$ cat config.mk
export PLATFORM = sky130hd
export DESIGN_NAME = argmax_stage_seq_flat
export DESIGN_NICKNAME = d
export VERILOG_FILES = /design/src/rtl/argmax_pkg.sv /design/src/rtl/argmax_stage_seq_if.sv /design/src/rtl/argmax_lane.sv /design/src/rtl/argmax_stage_seq.sv /design/src/flat_wrapper.sv
export SDC_FILE = /design/constraint.sdc
export NUM_CORES = 1
export LEC_CHECK = 0
export ABC_AREA = 1
export BUFFER_PORTS_ARGS = -buffer_cell sky130_fd_sc_hd__buf_2
export CAP_MARGIN = 0
export CORE_ASPECT_RATIO = 0.75
export CORE_MARGIN = 2
export CORE_UTILIZATION = 55
export DETAILED_ROUTE_END_ITERATION = 8
export GPL_TIMING_DRIVEN = 0
export PLACE_DENSITY = 0.82
export SLEW_MARGIN = 20
export SYNTH_ARGS = -nofsm -noshare
export SYNTH_HDL_FRONTEND = slang
export SYNTH_SLANG_ARGS = --single-unit
$ cat constraint.sdc
create_clock -name CLK_i -period 6.2 [get_ports CLK_i]
set_input_delay 0.93 -clock CLK_i [delete_from_list [all_inputs] [get_ports CLK_i]]
set_output_delay 0.93 -clock CLK_i [all_outputs]
set_load 0.005 [all_outputs]
$ cat src/rtl/argmax_pkg.sv
// Shared FP16 types, constants and ordering helpers for the argmax stage sequencer.
package argmax_pkg;

  typedef logic [15:0] fp16_t;

  localparam fp16_t FP16_NEG_INF = 16'hFC00;
  localparam fp16_t FP16_098     = 16'h3BD7;

  function automatic logic fp16_is_nan(input fp16_t a);
    return (a[14:10] == 5'h1F) && (a[9:0] != 10'd0);
  endfunction

  // Sign-magnitude mapped onto a signed integer line; +0 and -0 both land on 0.
  function automatic logic signed [16:0] fp16_key(input fp16_t a);
    logic signed [16:0] mag;
    mag = {2'b00, a[14:0]};
    return a[15] ? -mag : mag;
  endfunction

  function automatic logic fp16_gt(input fp16_t a, input fp16_t b);
    if (fp16_is_nan(a) || fp16_is_nan(b)) begin
      return 1'b0;
    end
    return fp16_key(a) > fp16_key(b);
  endfunction

endpackage

$ cat src/rtl/argmax_stage_seq_if.sv
// Beat/result handshake bundle for argmax_stage_seq.
// The global-max outputs exist only when ARGMAX_GLOBAL_EN is defined.
interface argmax_stage_seq_if #(
  parameter int LANES      = 2,
  parameter int WIDTH      = 16,
  parameter int IDX_W      = 16,
  parameter int STEP_W     = 8,
  parameter int NUM_STAGES = 7
) ();

  localparam int STG_W = $clog2(NUM_STAGES + 1);

  logic [NUM_STAGES*STEP_W-1:0] stage_boundary_i;
  logic [WIDTH-1:0]             thresh_i;
  logic                         in_valid_i;
  logic                         in_ready_o;
  logic [LANES*WIDTH-1:0]       score_i;
  logic [LANES*IDX_W-1:0]       pos_i;
  logic [STG_W-1:0]             stage_o;
  logic [STEP_W-1:0]            step_o;
  logic                         result_valid_o;
  logic                         result_ready_i;
  logic [LANES*WIDTH-1:0]       max_o;
  logic [LANES*IDX_W-1:0]       idx_o;
  logic [LANES-1:0]             hit_o;

`ifdef ARGMAX_GLOBAL_EN
  localparam int LANE_W = (LANES > 1) ? $clog2(LANES) : 1;

  logic [WIDTH-1:0]  gmax_o;
  logic [IDX_W-1:0]  gidx_o;
  logic [LANE_W-1:0] glane_o;

  modport slave (
    input  stage_boundary_i, thresh_i, in_valid_i, score_i, pos_i, result_ready_i,
    output in_ready_o, stage_o, step_o, result_valid_o, max_o, idx_o, hit_o,
    output gmax_o, gidx_o, glane_o
  );

  modport master (
    output stage_boundary_i, thresh_i, in_valid_i, score_i, pos_i, result_ready_i,
    input  in_ready_o, stage_o, step_o, result_valid_o, max_o, idx_o, hit_o,
    input  gmax_o, gidx_o, glane_o
  );
`else
  modport slave (
    input  stage_boundary_i, thresh_i, in_valid_i, score_i, pos_i, result_ready_i,
    output in_ready_o, stage_o, step_o, result_valid_o, max_o, idx_o, hit_o
  );

  modport master (
    output stage_boundary_i, thresh_i, in_valid_i, score_i, pos_i, result_ready_i,
    input  in_ready_o, stage_o, step_o, result_valid_o, max_o, idx_o, hit_o
  );
`endif

endinterface

$ cat src/rtl/argmax_lane.sv
// One score lane: running FP16 maximum and its position during the tracking stage.
module argmax_lane
  import argmax_pkg::*;
#(
  parameter int WIDTH = 16,
  parameter int IDX_W = 16
) (
  input  logic             i_clk,
  input  logic             i_rst,
  input  logic             i_clear,
  input  logic             i_beat,
  input  logic [WIDTH-1:0] i_score,
  input  logic [IDX_W-1:0] i_pos,
  output logic [WIDTH-1:0] o_max,
  output logic [IDX_W-1:0] o_idx
);

  logic [WIDTH-1:0] r_max;
  logic [IDX_W-1:0] r_idx;
  logic             r_entered;
  logic             w_nan;
  logic             w_gt;

  assign w_nan = fp16_is_nan(fp16_t'(i_score));
  assign w_gt  = fp16_gt(fp16_t'(i_score), fp16_t'(r_max));

  // The first tracked beat seeds the max unconditionally so a stale -inf never wins a tie.
  always_ff @(posedge i_clk or posedge i_rst) begin
    if (i_rst) begin
      r_max     <= WIDTH'(FP16_NEG_INF);
      r_idx     <= '0;
      r_entered <= 1'b0;
    end else if (i_clear) begin
      r_max     <= WIDTH'(FP16_NEG_INF);
      r_idx     <= '0;
      r_entered <= 1'b0;
    end else if (i_beat) begin
      r_entered <= 1'b1;
      if (!r_entered) begin
        r_max <= w_nan ? WIDTH'(FP16_NEG_INF) : i_score;
        r_idx <= i_pos;
      end else if (w_gt) begin
        r_max <= i_score;
        r_idx <= i_pos;
      end
    end
  end

  assign o_max = r_max;
  assign o_idx = r_idx;

endmodule

$ cat src/rtl/argmax_stage_seq.sv
// Step/stage sequencer with per-lane running argmax and result handshake.
// Define ARGMAX_GLOBAL_EN to add the registered cross-lane maximum outputs.
module argmax_stage_seq
  import argmax_pkg::*;
#(
  parameter int LANES       = 2,
  parameter int WIDTH       = 16,
  parameter int IDX_W       = 16,
  parameter int STEP_W      = 8,
  parameter int NUM_STAGES  = 7,
  parameter int TRACK_STAGE = 5
) (
  input logic          CLK_i,
  input logic          RST_i,
  argmax_stage_seq_if.slave bus
);

  localparam int STG_W = $clog2(NUM_STAGES + 1);

  logic [STEP_W-1:0] r_step;
  logic [STG_W-1:0]  w_stage;
  logic              w_final;
  logic              w_accept;
  logic              w_restart;
  logic              w_track_beat;
  logic              w_result_valid;
  logic [WIDTH-1:0]  w_max [LANES];
  logic [IDX_W-1:0]  w_idx [LANES];

  // Counting exceeded boundaries keeps the stage defined for non-monotonic tables.
  always_comb begin
    w_stage = '0;
    for (int k = 0; k < NUM_STAGES; k++) begin
      if (r_step > bus.stage_boundary_i[k*STEP_W +: STEP_W]) begin
        w_stage = w_stage + STG_W'(1);
      end
    end
  end

  assign w_final      = (w_stage == STG_W'(NUM_STAGES));
  assign w_accept     = bus.in_valid_i && !w_final;
  assign w_restart    = w_result_valid && bus.result_ready_i;
  assign w_track_beat = w_accept && (w_stage == STG_W'(TRACK_STAGE));

  always_ff @(posedge CLK_i or posedge RST_i) begin
    if (RST_i) begin
      r_step <= '0;
    end else if (w_restart) begin
      r_step <= '0;
    end else if (w_accept && (r_step != {STEP_W{1'b1}})) begin
      r_step <= r_step + STEP_W'(1);
    end
  end

  for (genvar g = 0; g < LANES; g++) begin : g_lane
    argmax_lane #(
      .WIDTH (WIDTH),
      .IDX_W (IDX_W)
    ) u_lane (
      .i_clk   (CLK_i),
      .i_rst   (RST_i),
      .i_clear (w_restart),
      .i_beat  (w_track_beat),
      .i_score (bus.score_i[g*WIDTH +: WIDTH]),
      .i_pos   (bus.pos_i[g*IDX_W +: IDX_W]),
      .o_max   (w_max[g]),
      .o_idx   (w_idx[g])
    );
  end

`ifdef ARGMAX_GLOBAL_EN
  localparam int LANE_W = (LANES > 1) ? $clog2(LANES) : 1;

  logic [WIDTH-1:0]  w_gmax;
  logic [IDX_W-1:0]  w_gidx;
  logic [LANE_W-1:0] w_glane;
  logic [WIDTH-1:0]  r_gmax;
  logic [IDX_W-1:0]  r_gidx;
  logic [LANE_W-1:0] r_glane;
  logic              r_final_d;

  // Strict compare so the lowest lane keeps ties.
  always_comb begin
    w_gmax  = w_max[0];
    w_gidx  = w_idx[0];
    w_glane = '0;
    for (int i = 1; i < LANES; i++) begin
      if (fp16_gt(fp16_t'(w_max[i]), fp16_t'(w_gmax))) begin
        w_gmax  = w_max[i];
        w_gidx  = w_idx[i];
        w_glane = LANE_W'(i);
      end
    end
  end

  always_ff @(posedge CLK_i or posedge RST_i) begin
    if (RST_i) begin
      r_gmax    <= WIDTH'(FP16_NEG_INF);
      r_gidx    <= '0;
      r_glane   <= '0;
      r_final_d <= 1'b0;
    end else begin
      r_gmax    <= w_gmax;
      r_gidx    <= w_gidx;
      r_glane   <= w_glane;
      r_final_d <= w_final;
    end
  end

  // Results are offered only once the registered reduction has caught up.
  assign w_result_valid = w_final && r_final_d;
  assign bus.gmax_o     = r_gmax;
  assign bus.gidx_o     = r_gidx;
  assign bus.glane_o    = r_glane;
`else
  assign w_result_valid = w_final;
`endif

  always_comb begin
    bus.max_o = '0;
    bus.idx_o = '0;
    bus.hit_o = '0;
    for (int i = 0; i < LANES; i++) begin
      bus.max_o[i*WIDTH +: WIDTH] = w_max[i];
      bus.idx_o[i*IDX_W +: IDX_W] = w_idx[i];
      bus.hit_o[i]                = fp16_gt(fp16_t'(w_max[i]), fp16_t'(bus.thresh_i));
    end
  end

  assign bus.in_ready_o     = (w_stage < STG_W'(NUM_STAGES));
  assign bus.stage_o        = w_stage;
  assign bus.step_o         = r_step;
  assign bus.result_valid_o = w_result_valid;

endmodule

$ cat src/flat_wrapper.sv
// flat-port wrapper written by rule: the top's interface ports become plain ports
module argmax_stage_seq_flat import argmax_pkg::*;
#(
  parameter int LANES       = 2,
  parameter int WIDTH       = 16,
  parameter int IDX_W       = 16,
  parameter int STEP_W      = 8,
  parameter int NUM_STAGES  = 7,
  parameter int TRACK_STAGE = 5
)
  (CLK_i, RST_i, bus_stage_boundary_i, bus_thresh_i, bus_in_valid_i, bus_score_i, bus_pos_i, bus_result_ready_i, bus_in_ready_o, bus_stage_o, bus_step_o, bus_result_valid_o, bus_max_o, bus_idx_o, bus_hit_o);
  argmax_stage_seq_if #(.LANES(LANES), .WIDTH(WIDTH), .IDX_W(IDX_W), .STEP_W(STEP_W), .NUM_STAGES(NUM_STAGES)) bus_i ();
  input logic CLK_i;
  input logic RST_i;
  input wire logic [$bits(bus_i.stage_boundary_i)-1:0] bus_stage_boundary_i;
  input wire logic [$bits(bus_i.thresh_i)-1:0] bus_thresh_i;
  input wire logic [$bits(bus_i.in_valid_i)-1:0] bus_in_valid_i;
  input wire logic [$bits(bus_i.score_i)-1:0] bus_score_i;
  input wire logic [$bits(bus_i.pos_i)-1:0] bus_pos_i;
  input wire logic [$bits(bus_i.result_ready_i)-1:0] bus_result_ready_i;
  output wire logic [$bits(bus_i.in_ready_o)-1:0] bus_in_ready_o;
  output wire logic [$bits(bus_i.stage_o)-1:0] bus_stage_o;
  output wire logic [$bits(bus_i.step_o)-1:0] bus_step_o;
  output wire logic [$bits(bus_i.result_valid_o)-1:0] bus_result_valid_o;
  output wire logic [$bits(bus_i.max_o)-1:0] bus_max_o;
  output wire logic [$bits(bus_i.idx_o)-1:0] bus_idx_o;
  output wire logic [$bits(bus_i.hit_o)-1:0] bus_hit_o;
  assign bus_i.stage_boundary_i = bus_stage_boundary_i;
  assign bus_i.thresh_i = bus_thresh_i;
  assign bus_i.in_valid_i = bus_in_valid_i;
  assign bus_i.score_i = bus_score_i;
  assign bus_i.pos_i = bus_pos_i;
  assign bus_i.result_ready_i = bus_result_ready_i;
  assign bus_in_ready_o = bus_i.in_ready_o;
  assign bus_stage_o = bus_i.stage_o;
  assign bus_step_o = bus_i.step_o;
  assign bus_result_valid_o = bus_i.result_valid_o;
  assign bus_max_o = bus_i.max_o;
  assign bus_idx_o = bus_i.idx_o;
  assign bus_hit_o = bus_i.hit_o;
  argmax_stage_seq #(.LANES(LANES), .WIDTH(WIDTH), .IDX_W(IDX_W), .STEP_W(STEP_W), .NUM_STAGES(NUM_STAGES), .TRACK_STAGE(TRACK_STAGE)) u_core (.CLK_i(CLK_i), .RST_i(RST_i), .bus(bus_i));
endmodule
==> results of run 1 <==
==> power by group through the flow <==
stage / combinational (mW) / clock [mW] / sequential, mW
2_1_floorplan: 2.35 / 0 / 0.924
4_1_cts: 3.39 / 0.495 / 0.994
3_3_place_gp: 3.25 / 0 / 0.996
6_report: 3.47 / 0.490 / 1.00
5_1_grt: 3.97 / 0.512 / 1.03
3_5_place_dp: 3.38 / 0 / 0.996
==> Yosys cell counts, types with 3 or more instances <==
| library cell | count | area, um^2 |
|---|---|---|
| o31ai_1 | 6 | 45.0 |
| xor2_1 | 63 | 552 |
| a21boi_0 | 3 | 22.5 |
| clkbuf_1 | 9 | 33.8 |
| buf_6 | 5 | 56.3 |
| nor4_1 | 7 | 43.8 |
| nand2_1 | 322 | 1210 |
| a21o_1 | 4 | 30.0 |
| o21a_1 | 3 | 22.5 |
| nand3_1 | 96 | 480 |
| buf_2 | 17 | 85.1 |
| nor2_1 | 57 | 214 |
| xnor2_1 | 8 | 70.1 |
| nor3_1 | 36 | 180 |
| nor3b_1 | 3 | 22.5 |
| a21oi_1 | 82 | 410 |
| o21ai_1 | 6 | 30.0 |
| dfrtp_1 | 61 | 1530 |
| nand4_1 | 31 | 194 |
| ha_1 | 136 | 1700 |
| inv_1 | 259 | 972 |
| inv_2 | 3 | 11.3 |
| nand2_2 | 7 | 43.8 |
| o21bai_1 | 5 | 37.5 |
| o21ai_0 | 32 | 160 |
| a211oi_1 | 5 | 37.5 |
| dfstp_2 | 12 | 315 |
| o311ai_0 | 3 | 26.3 |
| clkinv_1 | 3 | 11.3 |
| or2_2 | 7 | 43.8 |
| a31oi_1 | 5 | 31.3 |
| nand3_2 | 4 | 40.0 |
==> kinds of logic (layout without fill, tap and decap cells) <==
logic type | count (synthesis) | after routing | share of synthesized area, %
adders and majority gates | 136 | 136 | 19.2
and+or+nand+nor | 582 | 582 | 29.1
buffers and inverters | 298 | 532 | 13.4
AOI/OAI and AO/OA | 164 | 164 | 10.6
DFF | 73 | 73 | 20.8
xor gates and xnor gates | 71 | 71 | 7.01
==> worst min path at each step <==
stage / from / end / slack [ns] / cells past startpoint
2_1_floorplan: u_core.g_lane[0].u_lane.o_max[14] / u_core.g_lane[0].u_lane.o_max[14] / 0.46 / 2
3_3_place_gp: u_core.g_lane[1].u_lane.o_idx[8] / u_core.g_lane[1].u_lane.o_idx[8] / 0.45 / 2
3_5_place_dp: u_core.g_lane[1].u_lane.o_idx[14] / u_core.g_lane[1].u_lane.o_idx[14] / 0.45 / 2
4_1_cts: u_core.g_lane[1].u_lane.o_idx[14] / u_core.g_lane[1].u_lane.o_idx[14] / 0.47 / 2
5_1_grt: u_core.g_lane[1].u_lane.o_idx[14] / u_core.g_lane[1].u_lane.o_idx[14] / 0.49 / 2
6_report: u_core.g_lane[1].u_lane.o_idx[14] / u_core.g_lane[1].u_lane.o_idx[14] / 0.46 / 2
==> layer usage <==
metal | part of all wire, % | GRT usage (%) | vias to the layer above
met2 | 42 | 46.2 | 422
met1 | 47 | 45.0 | 4268
met3 | 8.9 | 5.68 | 43
met5 | 0.050 | 0 | -
met4 | 2.1 | 8.54 | 2
li1 | - | - | 4731
==> state kept, by name (all words and copies together), names as in the netlist <==
register,flops
u_core.bus.step_o,8
u_core.g_lane.u_lane.o_max,32
u_core.g_lane.u_lane.r_entered,1
u_core.g_lane.u_lane.o_idx,32
==> repair_timing <==
action | 4_1_cts | 5_1_grt
setup endpoints to repair | 0 | 3
setup buffers | 0 | 0
hold buffers | 0 | 0
resized for setup | 0 | 11
==> cell usage in the layout, fill, tap and decap left out, types with 6 or more instances in the layout <==
| cell type | instances |
|---|---|
| a21oi_1 | 82 |
| buf_2 | 234 |
| clkbuf_1 | 9 |
| clkbuf_16 | 9 |
| dfrtp_1 | 58 |
| dfstp_2 | 12 |
| ha_1 | 135 |
| inv_1 | 258 |
| nand2_1 | 320 |
| nand2_2 | 9 |
| nand3_1 | 96 |
| nand4_1 | 31 |
| nor2_1 | 56 |
| nor3_1 | 36 |
| nor4_1 | 7 |
| o21ai_0 | 32 |
| o21ai_1 | 6 |
| o31ai_1 | 6 |
| or2_2 | 7 |
| xnor2_1 | 8 |
| xor2_1 | 63 |
==> tightest hold or removal path: cells and delay by family, from the launching register on <==
kind | cells | cell delay (ns)
flip-flops | 1 | 0.33
AND/OR/NAND/NOR | 2 | 0.09
==> area by class of cell <==
cell class                 count  area, um^2
sequential                    73        1850
tap                          210         263
clock buffer                  10         239
buffer                        33         190
inverter                     265         997
timing repair buffer         218        1110
multi-input combinational    953        5890
clock inverter                 6        41.3
fill                        1468        5330
==> metrics.txt, run 1 <==
Worst setup SP type primary input; Placed Cells 1752; Total Power 4.97 mW; worst hold slack 0.463 ns; global-route wire length before repair 42200 um; family with the most delay on the worst path simple AND/OR/NAND/NOR gates; GRT Overall Usage 30.7%; crit path from bus_stage_boundary_i[7]; DRC Markers 0; Design Area, Final 10600 um^2; # IOs 219; First-pass DRT Iterations 5; # clock sinks 73; status finished, final reports clean; flop2flop setup slack 0.90 ns; Core Rows 40; dpl ws 0.0507 ns; reg-to-reg endpoint u_core.g_lane[1].u_lane.o_idx[10]; r2r startpoint u_core.bus.step_o[0]; initial antenna violation count 1; die extent in x 151 um; crit-path max FO 4; MaxCap Viol Count 0; syn_nets 1600; number of distinct library cells after synthesis 49; Detailed Route Iter0 Violations 650; CP max stage delay 0.30 ns; critical path arrival 5.02 ns; Relative slew margins 46.1%; RSZ-0062 raised after global routing false; Final setup viols 0; Max clock buf depth 2; CP Class in -> out; Chip Height 114 um; htree depth 3; layout cell share with drive strength beyond 1 19.9%; worst hold-check path type reg -> reg; Worst Path Buf+Inv 5; power per cell area 469 nW/um^2; CP Data Required Time 5.27 ns; Synth async-reset ratio 100%; Routed Antenna Nets 0; Reg power frac 20.2%; CTS Buf Count 9; Worst Tran Pin Value 0.788 ns; post-synthesis sequential area ratio 20.8%; vias 9466; placed cell area 10200 um^2; Clk pwr share 9.9%; Mapped Area 8870 um^2; pin count of the biggest net entering global routing 51; Synth Area per Inst 6.70 um^2; Final Wtd Congestion 0.947; GRT Residual Overflow 0; Pint 2.30 mW; setup ws final 0.248 ns; Net Sw Frac 53.6%; WP depth 27; CP max stage cell ha_1; Switch Pwr 2.66 mW; Layout Utilization 66.5%; CTS root buf clkbuf_16; maximum VDD drop 0.265 mV; P&R area growth vs syn 19.3%; register bit total from synthesis 73; synthesized instance count 1324; vias in the first global route 8679; DR WL/cell 14.8 um; hpwl dp 21800 um; n_diodes 0; setup TNS 0 ns; Vias per Instance 5.35; period utilisation layout 96.0%; R2R cell count 30; CP Capture Point bus_result_valid_o; Fin Clk Skew 0.0122 ns; clk slew on worst S/H paths 0.05 ns; Ys Warns 0; Initial Util 55.7%; Nets 1829; worst skew pair latency 0.33 ns; Tmin final 5.95 ns; CTS tree yes; Die ar. 17200 um^2; Post-synth top flop dfrtp_1; Port Buffers 217; post-route non-filler standard cell count 1768; number of synthesized flops with an enable pin 0; Leak 6.32 nW; Worst setup EP type output pin; Final Hold Viols 0; Comb pwr share 69.9%; wirelength, routed 26100 um; max-slew violation count 0; core area 15900 um^2; Fmax achieved 168 MHz
Note: power is estimated with default switching activity, not from simulation.
==> run 2, diff against run 1 <==
--- a/config.mk
+++ b/config.mk
@@ -8,4 +8,3 @@
 export ABC_AREA = 1
-export BUFFER_PORTS_ARGS = -buffer_cell sky130_fd_sc_hd__buf_2
-export CAP_MARGIN = 0
+export CAP_MARGIN = 10
 export CORE_ASPECT_RATIO = 0.75
@@ -14,4 +13,5 @@
 export DETAILED_ROUTE_END_ITERATION = 8
+export DONT_BUFFER_PORTS = 1
 export GPL_TIMING_DRIVEN = 0
-export PLACE_DENSITY = 0.82
+export PLACE_DENSITY = 0.7
 export SLEW_MARGIN = 20
==> constraint.sdc (replaced) <==
create_clock -name CLK_i -period 6.2 [get_ports CLK_i]
set_input_delay 1.55 -clock CLK_i [delete_from_list [all_inputs] [get_ports CLK_i]]
set_output_delay 1.55 -clock CLK_i [all_outputs]
set_load 0.005 [all_outputs]
==> run 2 against run 1 <==
Register-to-register slack lost 0.02 ns; core utilization fell by 3.1 points; critical path depth rose by 1; the flow now finishes with violations (negative setup slack); via count is 8.1% lower; combinational power grew 5%; sequential share of layout area is 0.81 points higher; clock skew down 0.0051 ns; power rose by 4.7%; sequential power grew 9%; wire length increased by 0.66%; global-route usage grew 0.071 points.
==> metrics.txt, run 2 (synthesis results as in run 1) <==
Vias per Instance 5.54 (was 5.35); htree depth 3 (unchanged); First-pass DRT Iterations 5 (unchanged); # IOs 219 (unchanged); setup ws final -0.395 ns (was 0.248 ns); max-slew violation count 0 (unchanged); hold_buf cts 0 (unchanged); worst skew pair latency 0.33 ns (about the same); Worst setup EP type output pin (unchanged); GRT Residual Overflow 0 (unchanged); power per cell area 515 nW/um^2 (was 469 nW/um^2); CTS Buf Count 9 (unchanged); worst hold-check path type reg -> reg (unchanged); Worst path most repeated cell ha_4; crit-path max FO 4 (unchanged); Total Power 5.20 mW (was 4.97 mW); period utilisation layout 106% (was 96.0%); n_diodes 0 (unchanged); clk slew on worst S/H paths 0.05 ns (about the same); Port Buffers 0 (was 217); vias in the first global route 8176 (was 8679); r2r startpoint u_core.bus.step_o[5] (was u_core.bus.step_o[0]); reg-to-reg endpoint u_core.g_lane[1].u_lane.o_idx[13] (was u_core.g_lane[1].u_lane.o_idx[10]); die extent in x 151 um (unchanged); post-route non-filler standard cell count 1570 (was 1768); Worst Hold Path Cells 2 (unchanged); Fin Clk Skew 0.00713 ns (was 0.0122 ns); status complete, but fails checks (was finished, final reports clean); worst hold slack 0.493 ns (was 0.463 ns); Chip Height 114 um (unchanged); core area 15900 um^2 (unchanged); flop2flop setup slack 0.88 ns (was 0.90 ns); placed cell area 9250 um^2 (was 10200 um^2); Final Hold Viols 0 (unchanged); Hold Startpoint u_core.g_lane[0].u_lane.o_max[14] (was u_core.g_lane[1].u_lane.o_idx[14]); DR WL/cell 16.8 um (was 14.8 um); Detailed Route Iter0 Violations 607 (was 650); layout cell share with drive strength beyond 1 13.1% (was 19.9%); Layout Utilization 63.4% (was 66.5%); Placed Cells 1535 (was 1752); Final Wtd Congestion 0.950 (was 0.947); Final setup viols 4 (was 0); Initial Util 55.7% (unchanged); setup TNS -1.32 ns (was 0 ns); Routed Antenna Nets 0 (unchanged); critical path arrival 5.04 ns (was 5.02 ns); Nets 1631 (was 1829); Design Area, Final 10100 um^2 (was 10600 um^2); wirelength, routed 26300 um (was 26100 um); # clock sinks 73 (unchanged); failing checks negative setup slack; R2R cell count 30 (unchanged); P&R area growth vs syn 13.8% (was 19.3%); maximum VDD drop 0.309 mV (was 0.265 mV); MaxCap Viol Count 0 (unchanged); CP max stage delay 0.31 ns (was 0.30 ns); CTS tree yes (unchanged); initial antenna violation count 0 (was 1); Die ar. 17200 um^2 (unchanged); global-route wire length before repair 41300 um (was 42200 um); CP Class in -> out (unchanged); CTS root buf clkbuf_16 (unchanged); pin count of the biggest net entering global routing 56 (was 51); WHS Endpoint u_core.g_lane[0].u_lane.o_max[14] (was u_core.g_lane[1].u_lane.o_idx[14]); RSZ-0062 raised after global routing true (was false); Worst setup SP type primary input (unchanged); commonest cells after routing, fill and taps aside nand2_1 (306), inv_1 (237), ha_1 (116) (was nand2_1 (320), inv_1 (258), buf_2 (234)); Leak 5.51 nW (was 6.32 nW); Core Rows 40 (unchanged); dpl ws -0.696 ns (was 0.0507 ns); vias 8700 (was 9466); Max clock buf depth 2 (unchanged); CP Data Required Time 4.65 ns (was 5.27 ns); commonest non-fill, non-tap cell in the layout nand2_1 (unchanged); Worst Tran Pin Value 0.835 ns (was 0.788 ns); hpwl dp 21100 um (was 21800 um); Tmin final 6.59 ns (was 5.95 ns); CP max stage cell a211oi_2 (was ha_1); Relative slew margins 44.2% (was 46.1%); DRC Markers 0 (unchanged); GRT Overall Usage 30.8% (was 30.7%); Fmax achieved 152 MHz (was 168 MHz)
-- run 2: cell types whose count changed in the layout (fill, tap and decap cells not counted), moves of 5 or more --
| cell | change |
|---|---|
| inv_1 | -21 |
| ha_4 | +18 |
| buf_4 | +16 |
| nand2_1 | -14 |
| nand2_4 | +8 |
| inv_2 | +15 |
| nand2_2 | +6 |
| nand3_1 | -5 |
| buf_2 | -217 |
| ha_1 | -19 |
-- run 2: worst max-delay path by stage --
stage / cells past startpoint / end / slack (ns) / startpoint
floorplan: 25 / bus_result_valid_o / -0.25 / bus_stage_boundary_i[13]
global placement: 25 / bus_result_valid_o / -0.69 / bus_stage_boundary_i[3]
CTS: 25 / bus_result_valid_o / -0.36 / bus_stage_boundary_i[12]
finish: 28 / bus_result_valid_o / -0.39 / bus_stage_boundary_i[13]
global route: 28 / bus_result_valid_o / -0.51 / bus_stage_boundary_i[13]
detailed placement: 25 / bus_result_valid_o / -0.70 / bus_stage_boundary_i[11]
-- run 2: worst max-delay path, delay by kind of cell --
kind | cells | cell delay (ns)
adder cells (fa/ha/maj) | 6 | 1.23
AND/OR/NAND/NOR | 14 | 1.45
buffers and inverters | 5 | 0.21
AO/OA/AOI/OAI | 3 | 0.59
-- run 2: cell type report --
class	instances	area, um^2
Inverter	265	1030
Buffer	33	190
Tap cell	210	263
Clock buffer	14	254
Clock inverter	2	13.8
Multi-Input combinational cell	953	6310
Fill cell	1521	5820
Sequential cell	73	1840
Timing Repair Buffer	20	181
-- run 2: metal layers --
metal	vias to the layer above	global-route usage [%]	part of all wire, %
li1	4346	-	-
met1	3983	43.9	46
met2	332	45.9	42
met3	39	8.16	10
met4	0	8.47	2.1
met5	-	0	0
-- run 2: repair_timing --
action                     CTS  global route
pin swaps                   52            23
buffers inserted            16             4
setup endpoints to repair    4             6
resized for setup           61            31
-- run 2: where the power goes --
group / internal [mW] / total [mW] / switching (mW)
Sequential: 0.706 / 1.09 / 0.386
Combinational: 1.40 / 3.63 / 2.23
Clock: 0.283 / 0.480 / 0.198
==> run 3, diff against run 2 <==
- SETUP_SLACK_MARGIN: not set -> 0.15
- SYNTH_HIERARCHICAL: not set -> 1
- clock period: 6.2 -> 6.6 ns (I/O delays scaled with it)
==> run 3 against run 2 <==
The flow still finishes with violations (negative setup slack); wire length rose by 6.3%; synthesized cell count rose by 15%; setup slack improved by 0.28 ns; count of clock-buffer cells in the layout fell by 5; critical path depth fell by 1; non-clock buffer count fell by 4; largest cell class unchanged; core utilization fell by 0.69 points; die area rose by 10%; final area rose by 9.1%; via count rose by 11%; highest routed layer unchanged; power fell by 66%.
==> metrics.txt, run 3 <==
pin count of the biggest net entering global routing 34 (was 56); RSZ-0062 raised after global routing true (unchanged); Fmax achieved 149 MHz; failing checks negative setup slack (unchanged); register bit total from synthesis 74 (was 73); initial antenna violation count 0 (unchanged); leading cell types by count after synthesis nand2_1 (417), inv_1 (258), nor2_1 (149) (was nand2_1 (322), inv_1 (259), ha_1 (136)); Routed Antenna Nets 0 (unchanged); post-route non-filler standard cell count 1795 (was 1570); Placed Cells 1764 (was 1535); Core Rows 42 (was 40); placed cell area 10200 um^2 (was 9250 um^2); DRC Markers 0 (unchanged); commonest non-fill, non-tap cell in the layout nand2_1 (unchanged); MaxCap Viol Count 0 (unchanged); CTS tree yes (unchanged); Initial Util 55.9% (was 55.7%); syn_nets 1800 (was 1600); GRT Overall Usage 29.7% (was 30.8%); Clk pwr share 30.1% (was 9.2%); GRT Residual Overflow 0 (unchanged); DR WL/cell 15.6 um (was 16.8 um); number of synthesized flops with an enable pin 0 (unchanged); Total Power 1.78 mW (was 5.20 mW); Detailed Route Iter0 Violations 818 (was 607); Mapped Area 9810 um^2 (was 8870 um^2); post-synthesis sequential area ratio 19.0% (was 20.8%); status complete, but fails checks (unchanged); Post-synth top flop dfrtp_1 (unchanged); Nets 1826 (was 1631); CP Class in -> out (unchanged); Final Hold Viols 0 (unchanged); hold_buf cts 0 (unchanged); clk slew on worst S/H paths 0.07 ns (was 0.05 ns); vias in the first global route 9183 (was 8176); Yosys top cell area share 17.6% (was 19.2%); # IOs 219 (unchanged); Synth Area per Inst 6.44 um^2 (was 6.70 um^2); R2R cell count 29 (was 30); CTS root buf clkbuf_16 (unchanged); hpwl dp 21600 um (was 21100 um); setup TNS -0.230 ns (was -1.32 ns); Die ar. 18900 um^2 (was 17200 um^2); Synth async-reset ratio 100% (unchanged); Switch Pwr 722 uW (was 2.81 mW); Pint 1.06 mW (was 2.39 mW); CP Capture Point bus_in_ready_o (was bus_result_valid_o); count leader, synth nand2_1 (unchanged); worst skew pair latency 0.35 ns (was 0.33 ns); Relative slew margins 41.1% (was 44.2%); number of distinct library cells after synthesis 43 (was 49); crit-path max FO 3 (was 4); r2r startpoint u_core/bus.step_o[5] (was u_core.bus.step_o[5]); Vias per Instance 5.37 (was 5.54); cell taking the most area after synthesis ha_1 (unchanged); wirelength, routed 28000 um (was 26300 um); die extent in x 158 um (was 151 um); Port Buffers 0 (unchanged); Tmin final 6.72 ns; CP Data Required Time 4.95 ns (was 4.65 ns); Net Sw Frac 40.5% (was 54.1%); Final Wtd Congestion 0.941 (was 0.950); max-slew violation count 0 (unchanged); reg-to-reg endpoint u_core/g_lane[0].u_lane/o_max[10] (was u_core.g_lane[1].u_lane.o_idx[13]); First-pass DRT Iterations 5 (unchanged); Leak 6.23 nW (was 5.51 nW); # clock sinks 74 (was 73); n_diodes 0 (unchanged); worst hold slack 0.505 ns (was 0.493 ns); P&R area growth vs syn 12.2% (was 13.8%); core area 17600 um^2 (was 15900 um^2); dpl ws -0.271 ns (was -0.696 ns); Worst Tran Pin Value 0.876 ns (was 0.835 ns); Fin Clk Skew 0.0146 ns (was 0.00713 ns); flop2flop setup slack 0.53 ns (was 0.88 ns); Final setup viols 2 (was 4); Design Area, Final 11000 um^2 (was 10100 um^2); maximum VDD drop 0.102 mV (was 0.309 mV); critical path arrival 5.07 ns (was 5.04 ns); Comb pwr share 39.3% (was 69.8%); layout cell share with drive strength beyond 1 12.2% (was 13.1%); worst hold-check path type reg -> reg (unchanged); Chip Height 120 um (was 114 um); Ys Warns 6 (was 0); Max clock buf depth 2 (unchanged); Layout Utilization 62.7% (was 63.4%); period utilisation layout 102%; Worst setup SP type primary input (unchanged); crit path from bus_stage_boundary_i[1] (was bus_stage_boundary_i[13]); largest cells by area after synthesis ha_1 (18%), nand2_1 (16%), dfrtp_1 (16%) (was ha_1 (19%), dfrtp_1 (17%), nand2_1 (14%)); CTS Buf Count 9 (unchanged); power per cell area 162 nW/um^2 (was 515 nW/um^2); synthesized instance count 1522 (was 1324); global-route wire length before repair 45000 um (was 41300 um); vias 9640 (was 8700); commonest cells after routing, fill and taps aside nand2_1 (399), inv_1 (237), nor2_1 (144) (was nand2_1 (306), inv_1 (237), ha_1 (116)); htree depth 3 (unchanged); Reg power frac 30.6% (was 21.0%); Worst setup EP type output pin (unchanged); setup ws final -0.119 ns (was -0.395 ns)
## run 3: cell count changes after synthesis, sizes merged, moves of 12 or more
cell	change
a21oi	-22
nand2	+102
nand3	+36
nor2	+94
nor3	-12
xnor2	+16
## run 3: layout make-up
class	instances	area, um^2
buffer	34	209
clock buffer	9	225
clock inverter	7	85.1
fill	1669	6540
inverter	266	1030
multi-input combinational	1148	7170
sequential	74	1870
tap	242	303
timing repair buffer	15	113
## run 3: metal layers
metal / track usage (%) / routed length, um
met5: 0 / 0
met4: 7.94 / 591
met3: 7.26 / 2540
met2: 45.9 / 12000
met1: 41.3 / 12800
## run 3: critical path, stage by stage
cell     delay, ns
inv_4         0.02
ha_4          0.26
a21oi_2       0.05
o21ai_1       0.14
nand2_1       0.09
a32oi_2       0.25
inv_1         0.12
ha_2          0.19
inv_2         0.05
nand3_2       0.09
nand2_2       0.12
ha_4          0.21
nand2_2       0.06
nand2_2       0.07
ha_4          0.24
nand2_2       0.06
nand2_1       0.06
ha_1          0.29
or2_4         0.23
and2_4        0.15
ha_4          0.16
nand2_4       0.06
inv_2         0.04
nand3_2       0.06
nand2_4       0.08
a21oi_4       0.16
nand2_2       0.11
## run 3: how the worst min path moves through the flow
stage                     cells past startpoint                                end  slack (ns)                               from
final                                         2   u_core/g_lane[0].u_lane/o_idx[9]        0.50   u_core/g_lane[0].u_lane/o_idx[9]
after CTS                                     2  u_core/g_lane[1].u_lane/o_idx[14]        0.51  u_core/g_lane[1].u_lane/o_idx[14]
after global placement                        2   u_core/g_lane[0].u_lane/o_idx[4]        0.49   u_core/g_lane[0].u_lane/o_idx[4]
after global routing                          2  u_core/g_lane[0].u_lane/o_idx[11]        0.53  u_core/g_lane[0].u_lane/o_idx[11]
after floorplan                               2   u_core/g_lane[0].u_lane/o_idx[0]        0.46   u_core/g_lane[0].u_lane/o_idx[0]
after detailed placement                      2   u_core/g_lane[0].u_lane/o_idx[9]        0.49   u_core/g_lane[0].u_lane/o_idx[9]
## run 3: cells by family (layout without fill, tap and decap cells)
family                     Yosys count  count (layout)  share of synthesized area [%]
DFF                                 74              74                           19.0
xor gates and xnor gates            97              97                           8.66
AOI/OAI and AO/OA                  128             128                           7.44
buffers and inverters              300             331                           12.3
and+or+nand+nor                    785             785                           35.0
adders and majority gates          138             138                           17.6
## run 3: power by group through the flow
stage	clock (mW)	sequential, mW	combinational (mW)
2_1_floorplan	0	0.512	0.472
3_3_place_gp	0	0.544	0.553
3_5_place_dp	0	0.545	0.575
4_1_cts	0.547	0.548	0.650
5_1_grt	0.569	0.551	0.803
6_report	0.537	0.546	0.701
## run 3: timing repair
action | in CTS | in global routing
pin swaps | 35 | 24
hold endpoints to repair | 0 | 0
resized for setup | 51 | 32
cloned | 0 | 0
setup buffers | 11 | 4
setup endpoints to repair | 32 | 64
